**config.mk**
```make
export PLATFORM = sky130hd
export DESIGN_NAME = pipe_stage_reg_flat
export DESIGN_NICKNAME = d
export VERILOG_FILES = /design/src/rtl/pipe_stage_reg_if.sv /design/src/rtl/pipe_stage_reg.sv /design/src/flat_wrapper.sv
export SDC_FILE = /design/constraint.sdc
export NUM_CORES = 1
export LEC_CHECK = 0
export ABC_AREA = 0
export CAP_MARGIN = 15
export CORE_MARGIN = 1.5
export CORE_UTILIZATION = 45
export DETAILED_ROUTE_END_ITERATION = 10
export HOLD_SLACK_MARGIN = 0.08
export PLACE_DENSITY_LB_ADDON = 0.25
export SYNTH_ARGS = -nofsm -noshare
export SYNTH_HDL_FRONTEND = slang
export SYNTH_SLANG_ARGS = --single-unit
```
**constraint.sdc**
```tcl
create_clock -name clk -period 5 [get_ports clk]
set_clock_uncertainty 0.15 [all_clocks]
set_input_delay 0.75 -clock clk [delete_from_list [all_inputs] [get_ports clk]]
set_output_delay 0.75 -clock clk [all_outputs]
set_load 0.03 [all_outputs]
```
**src/rtl/pipe_stage_reg_if.sv**
```systemverilog
// Valid/ready payload channel between pipeline stages.
// The master drives valid and data. The slave drives ready.
interface pipe_stage_reg_if #(
  parameter int WIDTH = 32
);
  logic             valid;
  logic             ready;
  logic [WIDTH-1:0] data;

  modport master (output valid, output data, input ready);
  modport slave  (input valid, input data, output ready);
endinterface

```
**src/rtl/pipe_stage_reg.sv**
```systemverilog
// Pipeline stage register with a registered-ready two-entry skid buffer, flush and bubble (NOP) output.
// Latency is one cycle. in_ready comes only from state, so one transfer per cycle is sustained with no comb path from out_ready.
module pipe_stage_reg #(
  parameter int          WIDTH     = 32,
  parameter logic [31:0] NOP_VALUE = 32'h00000013,
  parameter int          CNT_W     = 16
) (
  input  logic             clk,
  input  logic             rst_n,
  input  logic             flush,
  pipe_stage_reg_if.slave  up,
  pipe_stage_reg_if.master dn,
  output logic [1:0]       occupancy,
  output logic [CNT_W-1:0] stall_cnt
);

  localparam logic [WIDTH-1:0] NOP     = WIDTH'(NOP_VALUE);
  localparam logic [CNT_W-1:0] CNT_MAX = '1;

  // State bits are {main_valid, skid_valid}; 2'b01 is unreachable.
  typedef enum logic [1:0] {
    EMPTY = 2'b00,
    ONE   = 2'b10,
    TWO   = 2'b11
  } state_t;

  state_t           state;
  state_t           state_nxt;
  logic [WIDTH-1:0] main_data;
  logic [WIDTH-1:0] skid_data;
  logic             main_valid;
  logic             skid_valid;
  logic             acc;
  logic             pop;
  logic             load_main;
  logic             main_from_skid;
  logic             load_skid;

  assign main_valid = state[1];
  assign skid_valid = state[0];
  assign acc        = up.valid & ~skid_valid & ~flush;
  assign pop        = main_valid & dn.ready;

  always_ff @(posedge clk or negedge rst_n) begin
    if (!rst_n) begin
      state <= EMPTY;
    end else begin
      state <= state_nxt;
    end
  end

  always_comb begin
    state_nxt      = state;
    load_main      = 1'b0;
    main_from_skid = 1'b0;
    load_skid      = 1'b0;
    case (state)
      EMPTY: begin
        if (acc) begin
          state_nxt = ONE;
          load_main = 1'b1;
        end
      end
      ONE: begin
        if (acc && pop) begin
          load_main = 1'b1;
        end else if (acc) begin
          state_nxt = TWO;
          load_skid = 1'b1;
        end else if (pop) begin
          state_nxt = EMPTY;
        end
      end
      TWO: begin
        if (pop) begin
          state_nxt      = ONE;
          load_main      = 1'b1;
          main_from_skid = 1'b1;
        end
      end
      default: state_nxt = EMPTY;
    endcase
    // Flush wins over every transition; a pop in this cycle has already been delivered.
    if (flush) begin
      state_nxt = EMPTY;
      load_main = 1'b0;
      load_skid = 1'b0;
    end
  end

  always_comb begin
    up.ready  = ~skid_valid;
    dn.valid  = main_valid;
    dn.data   = main_valid ? main_data : NOP;
    occupancy = {1'b0, main_valid} + {1'b0, skid_valid};
  end

  always_ff @(posedge clk or negedge rst_n) begin
    if (!rst_n) begin
      main_data <= NOP;
      skid_data <= NOP;
    end else begin
      if (load_main) begin
        main_data <= main_from_skid ? skid_data : up.data;
      end
      if (load_skid) begin
        skid_data <= up.data;
      end
    end
  end

  always_ff @(posedge clk or negedge rst_n) begin
    if (!rst_n) begin
      stall_cnt <= '0;
    end else if (main_valid && !dn.ready && stall_cnt != CNT_MAX) begin
      stall_cnt <= stall_cnt + CNT_W'(1);
    end
  end

endmodule

```
**src/flat_wrapper.sv**
```systemverilog
// flat-port wrapper written by rule: the top's interface ports become plain ports
module pipe_stage_reg_flat 
#(
  parameter int          WIDTH     = 32,
  parameter logic [31:0] NOP_VALUE = 32'h00000013,
  parameter int          CNT_W     = 16
)
  (clk, rst_n, flush, occupancy, stall_cnt, up_valid, up_data, up_ready, dn_valid, dn_data, dn_ready);
  pipe_stage_reg_if #(.WIDTH(WIDTH)) up_i ();
  pipe_stage_reg_if #(.WIDTH(WIDTH)) dn_i ();
  input  logic clk;
  input  logic rst_n;
  input  logic flush;
  output logic [1:0] occupancy;
  output logic [CNT_W-1:0] stall_cnt;
  input wire logic [$bits(up_i.valid)-1:0] up_valid;
  input wire logic [$bits(up_i.data)-1:0] up_data;
  output wire logic [$bits(up_i.ready)-1:0] up_ready;
  output wire logic [$bits(dn_i.valid)-1:0] dn_valid;
  output wire logic [$bits(dn_i.data)-1:0] dn_data;
  input wire logic [$bits(dn_i.ready)-1:0] dn_ready;
  assign up_i.valid = up_valid;
  assign up_i.data = up_data;
  assign up_ready = up_i.ready;
  assign dn_valid = dn_i.valid;
  assign dn_data = dn_i.data;
  assign dn_i.ready = dn_ready;
  pipe_stage_reg #(.WIDTH(WIDTH), .NOP_VALUE(NOP_VALUE), .CNT_W(CNT_W)) u_core (.clk(clk), .rst_n(rst_n), .flush(flush), .up(up_i), .dn(dn_i), .occupancy(occupancy), .stall_cnt(stall_cnt));
endmodule
```
==> summary.md, run 1 <==
The minimum setup slack in the final design is 1990 ps. After the last flow step, the layout net total stands at 468. The first element of the critical path is u_core.state[1]$_DFFE_PN0P_.

The run finished with clean final reports. Maximum net fanout on the critical path: 32. The maximum clock frequency is 332 MHz, and the die boundary height is 97.9 um. Dividing the detail-routed via count by the number of cells gives 5.36. Of the synthesized area, sequential elements account for 50.8%. The logs give 539 for the count of placed standard cells in the final layout, fillers left out and 4100 ps for the critical path data required time. In the final layout, the share of cells above drive strength 1 is 11.8%. The count of clock tree sinks came out at 82. The final number of max-transition violations was 0. The max-capacitance violation count was 0; the later-pin clock latency in the skew report was 340 ps. The endpoint type of the worst setup path is a primary output. In the finished design, the share of the clock period the worst path needs comes to 60.3%.

Dividing the detail-routed wire length by the instance count gives 15.6 um. For this block, the via count after detailed routing is 2887. The region available for standard cell placement spans 8720 sq um.

The setup path with the least slack is of type flip-flop to primary output. In the layout the commonest cells are 87 x sky130_fd_sc_hd__clkdlybuf4s50_1, 76 x sky130_fd_sc_hd__dfrtp_1, 66 x sky130_fd_sc_hd__a21oi_1. From synthesis to final layout, the design area changed by 28.9%.

The worst hold path begins at u_core.skid_data[27]$_DFFE_PN0P_. The number of antenna diodes in the final layout is 0. Maximum vdd drop: 230 uV. The logs give 0 for the number of gates given a new drive strength after cts and 4 for the detailed-routing iteration count for the pre-antenna-repair pass.

The worst setup path is launched from a flip-flop. After technology mapping, the gate count stands at 345. The yosys synthesis warning count was 0. The logs give 0 for the total setup buffers inserted after CTS and 3 for the number of H-tree levels.

Setup repair after global routing left no endpoint under its margin. Maximum count of clock buffers along a single path: 2. The startpoint identified for the worst register-to-register timing path is u_core.state[1]$_DFFE_PN0P_. For this design the ratio of total power to cell area is 543 nW/um^2. For this run, design rule violations remaining after detail routing come to 0.

Post-synthesis sequential element count: 82. The most common cell after layout, fill and taps aside was sky130_fd_sc_hd__clkdlybuf4s50_1. The final layout contains routed wiring with a total length of 8.41 mm.

The leakage power is 0.00237 uW. Entering global routing, the biggest net connects 83 pins. Setup violations remaining at the end of the flow were counted as 0. Estimated wirelength of the detail-placed design: 5.56 mm.

The tools report the total count of hold-check failures in the final report as 0. The average instance in the mapped netlist occupies 11.7 sq um. The transition at the pin with the smallest max-transition slack was 1020 ps.

The most used flip-flop cell after synthesis is sky130_fd_sc_hd__dfrtp_1. The shortest period the worst path allows works out to 3010 ps. The number of synthesized flops with an enable pin works out to 0.

Final sum of negative setup slack: 0 ps. In this run, post-CTS hold repair placed 0 buffers. The completed layout was analyzed and its total power is 2830 uW. Routability-driven placement finished with a final weighted congestion of 0.760.

For the number of standard-cell rows in the floorplan, the log shows 34. The share of flip-flops with an asynchronous set or reset works out to 100%. When the netlist entered floorplanning its net count stood at 387. The count of buffers added on input and output ports is 88. The worst pin sits at a relative slew slack of 31.8%. Measured along the x axis, the die boundary spans 97.9 um. Total global routing overflow: 0. In this run the clock root is driven by a sky130_fd_sc_hd__clkbuf_8. Count of distinct cell types in the synthesized netlist: 46.

The starting utilization of the core area is 46.5%. The logs give 522 for the number of placed instances with taps included and 0 for the post-route antenna net violation count. The first-pass GRT wire length is 13.8 mm, and the arrival time reported for the critical path endpoint is 2110 ps.

For the netlist area before placement, the log shows 4050 sq um. OpenSTA, run right after detailed placement, puts the worst setup slack at 1470 ps. For the number of global-route vias before repair, the log shows 2850. The number of antenna violations at the first check in global routing was 0. The die covers 9580 sq um. For this block, the initial DRC count from the detailed router was 105.

The worst min-delay path class was flip-flop to flip-flop. After clock tree synthesis, the clock-pin slew on the worst setup and hold paths is 90 ps. Counting the buffers created by CTS gives 9. In this run the count of I/O pins placed on the die edge is 89. The layout filler cell count was 748. The run gives 17.9% as the global router's overall resource usage. TritonCTS built the clock tree.
## path summary, 6_finish.rpt
kind / cells after the start / slack [ps] / end
setup / recovery: 3 / 1990 / dn_data[23]
hold / removal: 1 / 340 / u_core.skid_data[27]$_DFFE_PN0P_
setup reg to reg: 7 / 2180 / u_core.main_data[29]$_DFFE_PN0P_
hold reg to reg: 1 / 340 / u_core.skid_data[27]$_DFFE_PN0P_
max in group asynchronous: 1 / 3610 / u_core.state[0]$_DFFE_PN0P_
min in group asynchronous: 1 / 390 / u_core.stall_cnt[5]$_DFFE_PN0P_
## report_power, final
part,internal [uW],switching (uW)
registers,958,168
logic,523,651
clock network,285,251
total,1760,1070
## metal layers
metal  wire length [um]  track usage [%]  vias up  share of wire [%]
li1                   -                -     1387                  -
met1               3740             23.4     1416                 45
met2               4140             29.0       76                 49
met3                437             5.30        8                5.2
met4                 80             5.16        0               0.95
met5                  0                0        -                  0
## synthesized netlist by cell type (2+ instances only)
master,count,share of area [%]
sky130_fd_sc_hd__dfstp_2,6,3.9
sky130_fd_sc_hd__nand3b_1,3,0.56
sky130_fd_sc_hd__nand3_1,7,0.86
sky130_fd_sc_hd__mux2i_1,32,7.9
sky130_fd_sc_hd__buf_2,9,1.1
sky130_fd_sc_hd__nor2_1,2,0.19
sky130_fd_sc_hd__dfrtp_1,76,47
sky130_fd_sc_hd__clkbuf_1,9,0.83
sky130_fd_sc_hd__and3_1,2,0.31
sky130_fd_sc_hd__mux2_2,4,1.1
sky130_fd_sc_hd__and2_1,30,4.6
sky130_fd_sc_hd__nor4_2,5,1.5
sky130_fd_sc_hd__nand2_1,6,0.56
sky130_fd_sc_hd__a21oi_1,66,8.2
sky130_fd_sc_hd__xor2_1,11,2.4
sky130_fd_sc_hd__ha_1,5,1.5
sky130_fd_sc_hd__mux2_1,30,8.3
sky130_fd_sc_hd__inv_1,4,0.37
sky130_fd_sc_hd__xnor2_1,2,0.43
sky130_fd_sc_hd__nor3_1,2,0.25
sky130_fd_sc_hd__buf_4,4,0.74
sky130_fd_sc_hd__nand2b_1,5,0.77
sky130_fd_sc_hd__nor4b_2,2,0.74
## critical path, stage by stage, from the launching register on
cell	delay, ps
sky130_fd_sc_hd__dfrtp_1	520
sky130_fd_sc_hd__buf_4	370
sky130_fd_sc_hd__and2_1	200
sky130_fd_sc_hd__clkdlybuf4s50_1	680
## cells by family after synthesis
| family | count (synthesis) | share of synthesized area, % |
|---|---|---|
| XOR/XNOR | 13 | 2.81 |
| adder cells (fa/ha/maj) | 5 | 1.54 |
| flip-flops | 82 | 50.8 |
| multiplexers | 67 | 17.7 |
| buffers and inverters | 27 | 3.34 |
| AO/OA/AOI/OAI | 74 | 9.73 |
| AND/OR/NAND/NOR | 77 | 14.0 |
## registers in the layout (all words and copies together), names as in the netlist
signal and cells:
u_core.main_data 32, u_core.state 2, u_core.skid_data 32, u_core.stall_cnt 16
## final cells by class
type / count / area, sq um / share of cell area, %
Sequential cell: 82 / 2060 / 39.4
Multi-Input combinational cell: 236 / 1870 / 35.7
Timing Repair Buffer: 93 / 923 / 17.7
Tap cell: 108 / 135 / 2.59
Clock buffer: 9 / 124 / 2.37
Clock inverter: 7 / 100 / 1.92
Inverter: 4 / 15.0 / 0.287
## metrics by stage
stage	utilization [%]	hold WS (ps)	instance area, sq um
2_1_floorplan	-	304	4050
3_3_place_gp	57.2	322	4980
3_5_place_dp	57.2	330	4980
4_1_cts	59.7	350	5210
5_1_grt	59.9	359	5220
6_report	59.9	345	5220
Note: power is estimated with default switching activity, not from simulation.
==> run 2, diff against run 1 <==
==> constraint.sdc (replaced) <==
create_clock -name clk -period 2.5 [get_ports clk]
set_clock_uncertainty 0.15 [all_clocks]
set_input_delay 0.375 -clock clk [delete_from_list [all_inputs] [get_ports clk]]
set_output_delay 0.375 -clock clk [all_outputs]
set_load 0.03 [all_outputs]
==> summary.md, run 2 (synthesis gave the netlist of run 1 again) <==
The number of antenna violations at the first check in global routing is 0. The analysis attributes to cell leakage a power of 0.00246 uW. The hold-critical path depth works out to 1. The library cells used most frequently in the layout, excluding fill and tap cells, are 76 x sky130_fd_sc_hd__dfrtp_1, 66 x sky130_fd_sc_hd__a21oi_1, 55 x sky130_fd_sc_hd__clkdlybuf4s50_1. For the max-capacitance violation count, the log shows 0. The path class of the tightest hold or removal check is flip-flop to flip-flop. Clock tree synthesis inserted a total of 9 buffers. For the pin with the worst max-slew slack, the measured transition is 526 ps. The total overflow left after global routing is 0.

Data on the critical path is required at its endpoint by 1980 ps. Of the available clock period, the critical path in the final layout requires 88.6%. The tools report the worst hold-check slack as 343 ps.

The run finished with clean final reports. In the final routed layout, each cell accounts on average for 16.0 um. Leaving out fill and tap cells, the most frequent cell in the layout is sky130_fd_sc_hd__dfrtp_1. TritonCTS built the clock tree. In the final layout, the registers with the most flip-flops are u_core.main_data: 32 flops, u_core.skid_data: 32 flops, u_core.stall_cnt: 16 flops.

Number of gates given a new drive strength after cts: 0. The maximum net fanout on the critical path was 10. Setup repair after global routing left no endpoint under its margin. The tools report the nature of the critical path startpoint as a flip-flop. The tools report the CTS root buffer as sky130_fd_sc_hd__clkbuf_8. From synthesis to final layout, the design area changed by 28.1%.

The layout net count came out at 475. The critical path crosses 2 cells after its start point. Cell family with the largest share of critical-path delay: buffers and inverters. Clock-pin slew was measured on the worst setup and hold paths at 80 ps. Counting the fill cells in the layout gives 758. Walking the worst path, the cells encountered are nand2b_1 -> clkdlybuf4s50_1. The logs give 451 MHz for the maximum clock frequency and 1870 sq um for the footprint of the multi-input gates. Setup violations remaining at the end of the flow were counted as 0. The logs give 0 ps for the final sum of negative setup slack and 5.78 mm for the estimated wirelength of the detail-placed design. Final routed wirelength across all metal layers: 8.72 mm. In the final layout, the share of cells above drive strength 1 is 20.1%.

The first global-routing pass estimated 14.5 mm of wire. The number of global-route vias before repair came out at 2974. Input and output buffers added on the ports amount to 88. The congestion estimate from routability-driven global placement came to 0.762.

The ratio of total power to cell area was 1040 nW/um^2. The global router's overall resource usage came out at 18.9%. For the arrival time reported for the critical path endpoint, the log shows 1690 ps. The region available for standard cell placement spans 8720 sq um. Type of the setup path with the least slack: flip-flop to primary output.

The pre-antenna-repair detailed-routing pass consisted of 4 iterations. The number of antenna diodes in the final layout is 0. The floorplan die width is 97.9 um.

Post-CTS timing repair inserted 0 buffers for setup. IR analysis of the VDD net gives a maximum drop of 476 uV. The shortest period the worst path allows was 2220 ps; the number of standard-cell rows in the floorplan was 34. The combined buffer and inverter count along the critical path was 1; the number of H-tree levels was 3. The worst reg2reg path depth is 7, and the area taken by flip-flops and latches is 2060 sq um. The clock drives 82 sinks. For the utilization after layout, the log shows 59.5%. No sink is reached through more buffers than the 2 on the longest clock path. The number of design-rule violations left by the first detailed-router iteration came out at 88. Pin placement for this block handled 89 I/O pins.

The worst setup path is captured at a primary output. Final number of max-transition violations: 0. The die boundary height was 97.9 um. For this block, the via count after detailed routing is 2910. The number of design rule violations left after detail routing was 0. The per-cell via count in the routed design came out at 5.33.

Entering global routing, the biggest net connects 44 pins. For the later-pin clock latency in the skew report, the log shows 350 ps. The starting utilization of the core area was 46.5%; the area of the die was 9580 sq um. For this run, the slowest stage of the critical path takes 680 ps. On the critical path, the stage with the largest delay is an instance of sky130_fd_sc_hd__clkdlybuf4s50_1.

The total count of hold-check failures in the final report is 0, and the tightest slew margin relative to the limit is 64.9%. The count of nets left with antenna violations once routing finished came out at 0.
==> run 2: changes by cell type in the layout (fill, tap and decap cells not counted), sizes merged <==
cell           delta
bufinv            -2
clkdlybuf4s50    -32
dlygate4sd3       +1
clkinvlp          -1
inv               -2
clkinv            +3
clkbuf            +2
buf              +38
==> run 2: what timing repair did <==
item,4_1_cts,5_1_grt
hold buffers,1,0
endpoints found under the hold margin,37,0
setup endpoints to repair,0,0
==> run 2: report_power, final <==
group          switching (uW)  internal [uW]
registers                 322           1920
logic                    1330           1000
clock network             466            383
==> run 2: final cells by class <==
type / count / share of cell area [%]
clock buffer: 11 / 2.72
inverter: 4 / 0.289
tap: 108 / 2.60
clock inverter: 5 / 0.579
sequential: 82 / 39.7
multi-input combinational: 236 / 36.0
timing repair buffer: 100 / 18.1
==> run 2: metrics by stage <==
stage | total power (uW) | cell area, sq um | setup WS [ps] | instances
6_report | 5420 | 5190 | 284 | 546
5_1_grt | 5760 | 5190 | 214 | 546
4_1_cts | 5480 | 5190 | 258 | 546
3_5_place_dp | 4620 | 5010 | 268 | 529
3_3_place_gp | 4540 | 5010 | 288 | 529
2_1_floorplan | 3730 | 4050 | 310 | 345
==> run 2: layer usage <==
metal  part of all wire (%)  routed length, um  vias up  global-route usage (%)
li1                       -                  -     1403                       -
met5                      0                  0        -                       0
met2                     49               4270       62                    30.9
met1                     46               3970     1434                    24.5
met3                    3.9                341       11                    3.72
met4                    1.6                137        0                    7.80
==> run 2: final timing paths <==
| kind | from | end | slack (ps) |
|---|---|---|---|
| max | u_core.state[1]$_DFFE_PN0P_ | dn_data[0] | 280 |
| min | u_core.skid_data[6]$_DFFE_PN0P_ | u_core.skid_data[6]$_DFFE_PN0P_ | 340 |
| max reg2reg | u_core.state[0]$_DFFE_PN0P_ | u_core.main_data[31]$_DFFE_PN0P_ | 400 |
| min reg2reg | u_core.skid_data[6]$_DFFE_PN0P_ | u_core.skid_data[6]$_DFFE_PN0P_ | 340 |
| max in group asynchronous | rst_n | u_core.skid_data[1]$_DFFE_PN1P_ | 1110 |
| min in group asynchronous | rst_n | u_core.stall_cnt[7]$_DFFE_PN0P_ | 390 |
==> run 3, diff against run 2 <==
--- a/config.mk
+++ b/config.mk
@@ -7,6 +7,7 @@
 export LEC_CHECK = 0
 export ABC_AREA = 0
 export CAP_MARGIN = 15
+export CORE_ASPECT_RATIO = 0.7
 export CORE_MARGIN = 1.5
 export CORE_UTILIZATION = 45
 export DETAILED_ROUTE_END_ITERATION = 10
==> summary.md, run 3 (synthesis gave the netlist of run 1 again) <==
The worst hold path begins at u_core.skid_data[24]$_DFFE_PN0P_. The layout has 733 filler cells. For the number of antenna violations at the first check in global routing, the log shows 0. The peak per-stage delay on the critical path is 660 ps, and the core region area is 8580 sq um.

Port buffering added 88 buffers. The worst reg2reg path depth was 7; the tightest slew margin relative to the limit was 67.3%. The critical path starts at u_core.state[1]$_DFFE_PN0P_.

Adding up every negative setup slack in the final design gives 0 ps. The number of standard-cell rows in the floorplan is 28. In this run, CTS created clock tree buffers numbering 9.

The shortest period the worst path allows is 2240 ps. For the worst setup path, the data required time is 1980 ps. After clock tree synthesis, the clock-pin slew on the worst setup and hold paths is 60 ps. The worst-case IR drop observed on VDD is 704 uV. The cell family with the largest share of critical-path delay was buffers and inverters.

The final number of setup-violating endpoints was 0; the number of global-route vias before repair was 2957. For this design the static power due to leakage is 0.00254 uW. The area of the die is 9590 sq um, and the area growth from synthesis to layout is 32.4%. Layout net count: 479. For the estimated wirelength of the detail-placed design, the log shows 6.24 mm. The run finished with clean final reports. For this run, the top clock speed supported by timing is 446 MHz.

Global routing finished with a remaining overflow of 0. The maximum number of pins on one net before global-route repair was 49; the starting utilization of the core area was 47.2%. For the number of placed instances with taps included, the log shows 545. The first routing iteration left 164 violations. In the layout the commonest cells are 75 x sky130_fd_sc_hd__dfrtp_1, 66 x sky130_fd_sc_hd__a21oi_1, 56 x sky130_fd_sc_hd__clkdlybuf4s50_1. In the final routed layout, each cell accounts on average for 15.9 um. For the number of design rule violations left after detail routing, the log shows 0.

TritonCTS built the clock tree. The later pin in the worst-skew pair is clocked with a latency of 340 ps. The critical path contains buffers and inverters numbering 2 combined.

STA classifies the critical path startpoint as a flip-flop. Power spread over the standard cell area amounts to 1120 nW/um^2. The maximum net fanout on the critical path came out at 15.

Leaving out fill and tap cells, the most frequent cell in the layout is sky130_fd_sc_hd__dfrtp_1. The worst setup path endpoint is dn_valid. The number of H-tree levels was 3; the post-route antenna net violation count was 0.

The run gives 0 as the total count of hold-check failures in the final report. The run gives 20.4% as the global router's overall resource usage. The count of placed standard cells in the final layout, fillers left out was 562; the detailed-routing iteration count for the pre-antenna-repair pass was 4. The slowest cell on the critical path is sky130_fd_sc_hd__clkdlybuf4s50_1. In the routed layout, each cell is associated on average with a via count of 5.23. The number of antenna diodes in the final layout is 0. The maximum count of clock buffers along a single path is 2, and the number of I/O pins is 89. Data on the critical path arrives at its endpoint at 1720 ps.

STA classifies the critical path endpoint as a primary output. The transition at the pin with the smallest max-transition slack came out at 491 ps. The number of cells on the critical path works out to 2. The die boundary height was 82.4 um; the setup slack on the worst flop-to-flop path was 410 ps. The tools report the total via count after detailed routing as 2938.

Walking the worst path, the cells encountered are buf_4 -> clkdlybuf4s50_1. The final number of max-transition violations came out at 0. From left edge to right edge, the die measures 116 um.

The clock drives 82 sinks. The first global-routing pass estimated 14.8 mm of wire. The CTS root buffer is sky130_fd_sc_hd__clkbuf_16. The largest registers in the layout are u_core.main_data: 32 flops, u_core.skid_data: 32 flops, u_core.stall_cnt: 16 flops. The final weighted congestion in routability-driven placement is 0.771.

Setup repair after global routing left no endpoint under its margin. Wires add up to 8.94 mm. Fraction of layout cells with a size suffix above 1: 20.4%. The reg-to-reg endpoint is u_core.main_data[3]$_DFFE_PN0P_.

After layout, the worst path uses 89.7% of the clock period. The max-capacitance violation count is 0. The worst setup path is of the flip-flop to primary output kind. The worst min-delay path class is flip-flop to flip-flop. In this run the critical register-to-register path is launched from u_core.state[0]$_DFFE_PN0P_.
==> run 3: cell types whose count changed in the layout (fill, tap and decap cells not counted), sizes merged <==
cell / delta
clkinv: -3
buf: +3
clkbuf: +3
clkinvlp: -2
bufinv: +2
clkdlybuf4s50: +1
==> run 3: power by group <==
| group | internal [uW] | switching (uW) |
|---|---|---|
| registers | 1920 | 345 |
| clock network | 930 | 494 |
| logic | 1010 | 1320 |
==> run 3: worst min-delay path by stage <==
| stage | endpoint | slack [ps] | cells past startpoint |
|---|---|---|---|
| 6_report | u_core.skid_data[24]$_DFFE_PN0P_ | 340 | 1 |
| 5_1_grt | u_core.skid_data[24]$_DFFE_PN0P_ | 350 | 1 |
| 4_1_cts | u_core.skid_data[9]$_DFFE_PN0P_ | 340 | 1 |
| 3_5_place_dp | u_core.stall_cnt[8]$_DFFE_PN0P_ | 210 | 1 |
| 3_3_place_gp | u_core.stall_cnt[8]$_DFFE_PN0P_ | 200 | 1 |
| 2_1_floorplan | u_core.main_data[10]$_DFFE_PN0P_ | -70 | 0 |
==> run 3: cell type report <==
| class | instances | area, sq um | area share, % |
|---|---|---|---|
| clock inverters | 2 | 60.1 | 1.12 |
| well taps | 120 | 150 | 2.80 |
| multi-input cells | 236 | 1870 | 34.8 |
| clock buffers | 14 | 264 | 4.92 |
| inverters | 4 | 15.0 | 0.280 |
| flip-flops and latches | 82 | 2060 | 38.4 |
| repair buffers | 104 | 948 | 17.7 |
==> run 3: per-stage QoR <==
stage | worst slack, ps | hold slack (ps) | util [%] | total power [uW] | area [sq um]
after floorplan | 310 | -70.6 | - | 3730 | 4050
after global placement | 332 | 203 | 58.6 | 4550 | 5030
after detailed placement | 260 | 212 | 58.6 | 4640 | 5030
after CTS | 65.3 | 343 | 62.5 | 6090 | 5360
after global routing | 189 | 349 | 62.5 | 6370 | 5370
final | 257 | 339 | 62.5 | 6030 | 5370
==> run 3: what timing repair did <==
item | CTS | global route
hold buffers | 1 | 0
buffers inserted | 0 | 0
gates resized for setup | 0 | 1
hold endpoints to repair | 33 | 0
endpoints found under the setup margin | 0 | 1
==> run 3: layer usage <==
| layer | track usage [%] | vias to the layer above | part of all wire (%) |
|---|---|---|---|
| li1 | - | 1414 | - |
| met1 | 27.8 | 1439 | 49 |
| met2 | 31.4 | 73 | 45 |
| met3 | 5.84 | 12 | 4.9 |
| met4 | 7.20 | 0 | 1.3 |
| met5 | 0 | - | 0 |
